==> src/rtl/et_peak_sensing_win.sv <==
`default_nettype none
// ============================================================================
// Module      : et_peak_sensing_win
// Description : Streaming Et local-maximum detector over a +/-HALF_WIN window.
//               Flags a centre sample above et_thre that is strictly greater
//               than every older neighbour and >= every newer neighbour.
//               Start-up fill masking and a programmable dead time are
//               applied. The output is the delayed Et with the flag as MSB.
//               Optional macro ET_PEAK_CNT_EN adds a saturating flagged-peak
//               counter (peak_cnt) with a synchronous clear (cnt_clr).
// Revision    : 1.0 - initial release
// ============================================================================
module et_peak_sensing_win #(
    parameter int ET_WIDTH = 16,
    parameter int HALF_WIN = 2,
    parameter int DEAD_W   = 8
) (
    input  logic                clk,
    input  logic                rst,
    input  logic [ET_WIDTH-1:0] in_et,
    input  logic [ET_WIDTH-1:0] et_thre,
    input  logic [DEAD_W-1:0]   dead_time,
`ifdef ET_PEAK_CNT_EN
    input  logic                cnt_clr,
    output logic [15:0]         peak_cnt,
`endif
    output logic [ET_WIDTH:0]   out_et
);

    localparam int c_WIN      = 2 * HALF_WIN + 1;
    localparam int c_FILL_W   = $clog2(c_WIN + 1);
    localparam logic [c_FILL_W-1:0] c_FILL_MAX = c_FILL_W'(c_WIN);

    logic [ET_WIDTH-1:0] r_tap [0:c_WIN-1];
    logic [c_FILL_W-1:0] r_fill;
    logic [DEAD_W-1:0]   r_dcnt;
    logic [ET_WIDTH:0]   r_out_et;

    logic [ET_WIDTH-1:0] w_c;
    logic                w_cand;
    logic                w_filled;
    logic                w_flag;

    assign w_c      = r_tap[HALF_WIN];
    assign w_filled = (r_fill == c_FILL_MAX);
    assign w_flag   = w_cand & w_filled & (r_dcnt == '0);
    assign out_et   = r_out_et;

    // Shift register: r_tap[k] holds the sample captured k edges ago.
    always_ff @(posedge clk) begin
        if (rst) begin
            for (int k = 0; k < c_WIN; k++) r_tap[k] <= '0;
        end else begin
            r_tap[0] <= in_et;
            for (int k = 1; k < c_WIN; k++) r_tap[k] <= r_tap[k-1];
        end
    end

    // Window maximum test; the strict compare on the older side makes a
    // plateau flag only its first (oldest) sample.
    always_comb begin
        w_cand = (w_c > et_thre);
        for (int k = 0; k < HALF_WIN; k++) begin
            if (!(w_c >= r_tap[k]))              w_cand = 1'b0;
            if (!(w_c >  r_tap[HALF_WIN + 1 + k])) w_cand = 1'b0;
        end
    end

    // Count captured samples until the whole window holds post-reset data.
    always_ff @(posedge clk) begin
        if (rst)                      r_fill <= '0;
        else if (r_fill != c_FILL_MAX) r_fill <= r_fill + 1'b1;
    end

    // Dead-time counter, loaded only when a peak is flagged.
    always_ff @(posedge clk) begin
        if (rst)                r_dcnt <= '0;
        else if (w_flag)        r_dcnt <= dead_time;
        else if (r_dcnt != '0)  r_dcnt <= r_dcnt - 1'b1;
    end

    // Registered output: delayed centre sample with the peak flag on top.
    always_ff @(posedge clk) begin
        if (rst) r_out_et <= '0;
        else     r_out_et <= {w_flag, w_c};
    end

`ifdef ET_PEAK_CNT_EN
    logic [15:0] r_peak_cnt;

    assign peak_cnt = r_peak_cnt;

    // Saturating count of flagged peaks; clear wins over increment.
    always_ff @(posedge clk) begin
        if (rst)                                  r_peak_cnt <= '0;
        else if (cnt_clr)                         r_peak_cnt <= '0;
        else if (w_flag && (r_peak_cnt != 16'hFFFF)) r_peak_cnt <= r_peak_cnt + 16'd1;
    end
`endif

endmodule
`default_nettype wire

==> config.mk <==
export PLATFORM = sky130hd
export DESIGN_NAME = et_peak_sensing_win
export DESIGN_NICKNAME = d
export VERILOG_FILES = /design/src/rtl/et_peak_sensing_win.sv
export SDC_FILE = /design/constraint.sdc
export NUM_CORES = 1
export LEC_CHECK = 0
export BUFFER_PORTS_ARGS = -buffer_cell sky130_fd_sc_hd__buf_2
export CORE_MARGIN = 5
export CORE_UTILIZATION = 45
export DETAILED_ROUTE_END_ITERATION = 10
export MAX_ROUTING_LAYER = met4
export PLACE_DENSITY = 0.75
export REMOVE_ABC_BUFFERS = 1
export SYNTH_ARGS = -nofsm -noshare
export SYNTH_HDL_FRONTEND = slang
export SYNTH_SLANG_ARGS = --single-unit
==> constraint.sdc <==
create_clock -name clk -period 2.4 [get_ports clk]
set_input_delay 0.12 -clock clk [delete_from_list [all_inputs] [get_ports clk]]
set_output_delay 0.12 -clock clk [all_outputs]
set_load 0.1 [all_outputs]
# Word level (Yosys, flattened, before mapping)
# Memory sizes are Yosys's and may differ from the RTL's.
# Cells that the tools add are included.
# Widths: inputs -> output; s select.
[totals]
reg_bits = 28
ram_bits = 80
input_bits = 42
out_inout_bits = 17
wordCells = 37
n_memories = 1
[memory_table]
columns = ["memory", "depth", "width", "read_ports", "rd_clocked_by_memory_dff", "write_ports", "line", "rtl"]
rows = [
  ["r_tap", 5, 16, 5, 0, 5, "34", "logic [ET_WIDTH-1:0] r_tap [0:c_WIN-1];"],
]
[op_classes]
n_addsub = 2
order_cmp = 5
eq_ne = 2
n_mux = 14
n_bitwise = 7
n_reduce_logical = 3
[op_table]
columns = ["cell", "count"]
rows = [
  ["$mux 16", 5],
  ["$gt 16x16->1", 3],
  ["$ge 16x16->1", 2],
  ["$mux 8", 2],
  ["$logic_not 8->1", 1],
  ["$reduce_bool 8->1", 1],
  ["$sub 8x1->8 const B", 1],
  ["$mux 1", 7],
  ["$or 1x1->1", 5],
  ["$add 3x1->3 const B", 1],
  ["$eq 3x3->1 const B", 1],
  ["$ne 3x3->1 const B", 1],
  ["$and 1x1->1", 2],
  ["$reduce_bool 2->1", 1],
]

# Depth between registers and ports, before layout
[depth]
ltp_word = 8
ltp_mapped = 10
ltp_nobuf = 10

# Least setup slack after synthesis
# Ideal clock, no wire load.
[synth_path]
kind = "register to register"
start = "register, netlist name out_et[15]"
end = "register r_dcnt[1]"
setup_time_ps = 144
arrival_time_ps = 2934
required_ps = 2256
path_slack_ps = -678
path_stages_with_launch = 9
n_path_buf = 0
synth_period_minus_slack_ps = 3078
cell_sequence = "dfxtp_1 inv_1 ha_1 nand4_1 nor4_1 or4_1 nor4_4 mux2i_1 a211oi_2"
[synth_lines]
columns = ["item", "line", "rtl"]
rows = [
  ["end signal: assignment", "78", "else if (w_flag) r_dcnt <= dead_time;"],
  ["end signal: assignment", "79", "else if (r_dcnt != '0) r_dcnt <= r_dcnt - 1'b1;"],
  ["end: declaration", "36", "logic [DEAD_W-1:0] r_dcnt;"],
]

==> results.ini <==
[timing]
setup_violations = 7
clock.fmax_mhz = 400.4
rsz0062_at_grt = true
final_hold_vio_count = 0
timing.final.crit_share_pct = 104.1
timing.final.max_slew_violations = 0
rel_slew_slack_pct = 54.72
final_critical_path_setup_slack_ns = -0.09766
finalCriticalPeriod_ns = 2.498
tightest_slew_ns = 0.6792
final.setup_skew_ns = 0.01162

[global_routing]
grt_start_max_net_pins = 35
grt.total_usage_pct = 17.53
grt_pass1_vias = 3916
global_route.overflow_total = 0
wire_length_of_the_first_global_routing_pass_um = 17250
number_of_antenna_violations_at_the_first_check_in_global_routing = 0

[die]
core-area_um2 = 9864
fp.dieW_um = 110.8
num_rows = 36
dieArea_um2 = 12280
initial_utilization_pct = 46.36
io_pins = 59
die-height_um = 110.8

[synth]
avgSynthCellArea_um2 = 9.110
mappedNetlistArea_um2 = 4573
yosysUniqueCellTypes = 41
synthCells = 502
ys_seq_elements = 92
ys.warnings.count = 0
synth_sequential_area_ratio_pct = 40.27

[hold_path]
min_to = r_dcnt[5]
timing.hold.worst.class = in2reg
hp-start = dead_time[5]
worst_hold_path.num_cells = 3

[clock_tree]
cts.htree.levels = 3
ctsLongestPathBuffers = 2
cts_tree = built
clk_lat_worst_skew_ns = 0.36
clk_transition_reported_paths_ns = 0.08
ctsRootBufferMaster = sky130_fd_sc_hd__clkbuf_8
tritoncts.num_buffers = 9
numClockSinks = 92

[setup_path]
reg2reg_depth = 9
timing.rr.end = r_dcnt[1]
arrival_ns = 2.73
cp_data_required_time_ns = 2.63
end_kind = register
worst_r2r_startpoint = r_tap[2][15]
kind_of_launch_point_of_the_worst_setup_path = register
setup.worst_path.class = reg2reg
crit_path_max_fanout = 7
reg2reg_slack_ns = -0.1

[layout]
layoutNonFillerInstCount = 760
fillerInstances = 814
syn_to_final_growth_pct = 30.18
layout-drive-gt1-share_pct = 25.20
n_antenna_cell = 0
postLayoutCellArea_um2 = 5953
finish.net_count = 747
most_used_cells_in_the_layout_excluding_fill_and_tap_cells = sky130_fd_sc_hd__dfxtp_1, sky130_fd_sc_hd__ha_1, sky130_fd_sc_hd__inv_1
mostFrequentLayoutCell = sky130_fd_sc_hd__dfxtp_1

[pwr]
p_switching_mw = 1.098
powerDensity_nw_per_um2 = 642.2
peakVddDrop_mv = 0.3004
combPwrFrac_pct = 23.1
power.clock.fraction_pct = 32.0
switching_share_pct = 28.72
fin_total_pwr_mw = 3.823
leakage_nw = 2.811
power_report.internal_total_mw = 2.725
power_frac_seq_pct = 44.8

[outcome]
status = finished with violations
violations = setup timing

[placed_design]
pre_cts_slack_ns = -0.3104
port_buffers = 58
detailedPlacementHpwl_um = 7818
gp_congestion = 0.9284
numPlacedInstances = 719
placement.cell_area_um2 = 5279

[route]
vias_cell = 4.951
drt.antenna.violating_nets = 0
dr_total_vias = 3763
dr_drc_count = 0
finalWirelength_um = 10510
drt-wirelength-per-cell_um = 13.83
first_pass_iters = 4
detailedRoute.firstIterationViolations = 156

[job]
max-cap-violations = 0

[cell type report]
cell class / instances / area [um2] / area share [%]
clock buffer: 12 / 135.1 / 2.270
clock inverter: 4 / 97.59 / 1.639
inverter: 79 / 296.5 / 4.981
multi-input combinational: 320 / 2574 / 43.23
sequential: 92 / 1869 / 31.40
tap: 133 / 166.4 / 2.795
timing repair buffer: 120 / 814.5 / 13.68
[state kept, by name (all words and copies together) (netlist names)]
register	flops
r_fill	3
r_dcnt	8
out_et	17
r_tap	64
[per-stage QoR]
stage | setup TNS [ns] | utilization, % | hold slack [ns]
after floorplan | -4.891 | - | 0.1846
after global placement | -0.8029 | 53.51 | 0.3274
after detailed placement | -1.599 | 53.51 | 0.3316
after CTS | -0.7048 | 59.59 | 0.004705
after global routing | -1.339 | 60.35 | 0.01798
final | -0.2980 | 60.35 | 0.01833
[Yosys cell counts, drive strengths merged]
cell type / number / area [um2]
o211ai: 4 / 30.03
nor4bb: 1 / 10.01
or3: 1 / 6.260
a2111oi: 4 / 41.29
mux2i: 1 / 10.01
o31ai: 2 / 15.01
a211o: 1 / 8.760
buf: 1 / 3.750
xnor2: 4 / 35.03
or2: 1 / 6.260
and4: 2 / 17.52
clkbuf: 10 / 37.54
nor2b: 38 / 237.7
nand2b: 1 / 6.260
dfxtp: 92 / 1842
nand4: 14 / 87.58
nand2: 13 / 48.80
a221oi: 3 / 26.28
and3b: 1 / 8.760
a21oi: 24 / 120.1
a21o: 10 / 75.07
a31oi: 5 / 31.28
xor2: 3 / 26.28
nand3: 7 / 35.03
o21a: 2 / 15.01
nor3b: 1 / 7.510
a221o: 1 / 10.01
nand3b: 1 / 7.510
a211oi: 7 / 57.55
nor4: 4 / 40.04
or4: 1 / 7.510
nor3: 7 / 40.04
nor2: 66 / 247.7
inv: 79 / 296.5
ha: 83 / 1039
o21ai: 6 / 30.03
nor4b: 1 / 8.760
[critical path, stage by stage, from the launching register on]
cell                        delay (ns)
sky130_fd_sc_hd__dfxtp_4          0.37
sky130_fd_sc_hd__ha_4             0.26
sky130_fd_sc_hd__nand4_1          0.26
sky130_fd_sc_hd__a2111oi_4        0.43
sky130_fd_sc_hd__nor3b_2          0.08
sky130_fd_sc_hd__a211o_1          0.31
sky130_fd_sc_hd__nor4_4           0.15
sky130_fd_sc_hd__buf_6            0.17
sky130_fd_sc_hd__mux2i_2          0.24
sky130_fd_sc_hd__a211oi_2         0.09
[cell families (layout without fill, tap and decap cells)]
logic type	Yosys count	after routing	synth area share, %
AOI/OAI and AO/OA	69	69	10.07
DFF	92	92	40.27
buffers and inverters	90	215	7.387
xor gates and xnor gates	7	7	1.341
muxes	1	1	0.2189
adders and majority gates	83	83	22.71
and+or+nand+nor	160	160	18.00
[timing repair]
action,4_1_cts,5_1_grt
gates cloned,0,0
pin swaps,11,9
gates resized for setup,34,14
buffers inserted,7,1
hold buffers,17,0
hold endpoints to repair,17,0
endpoints found under the setup margin,9,9
[worst max-delay path by stage]
stage,start,endpoint,slack [ns],cells after the start
after global placement,out_et[7],r_dcnt[1],-0.19,8
after detailed placement,r_tap[2][7],r_dcnt[1],-0.31,8
after CTS,r_tap[2][15],r_dcnt[1],-0.17,9
final,r_tap[2][15],r_dcnt[1],-0.1,9
after floorplan,out_et[15],r_dcnt[1],-0.68,8
after global routing,r_tap[2][13],r_dcnt[1],-0.22,9
[per-layer routing]
metal / global-route usage (%) / routed length, um / vias to the layer above
met4: 6.979 / 244 / 0
met5: - / 0 / -
met2: 31.23 / 5284 / 66
met1: 19.19 / 4611 / 1751
met3: 3.384 / 368 / 21
li1: - / - / 1925
[power by group through the flow]
stage,Sequential (mW),Combinational (mW),Clock (mW)
2_1_floorplan,1.75,0.538,0
3_3_place_gp,1.73,0.755,0
3_5_place_dp,1.74,0.799,0
4_1_cts,1.71,0.854,1.24
5_1_grt,1.72,0.987,1.30
6_report,1.71,0.885,1.23
Power figures use the tool's default switching activity.
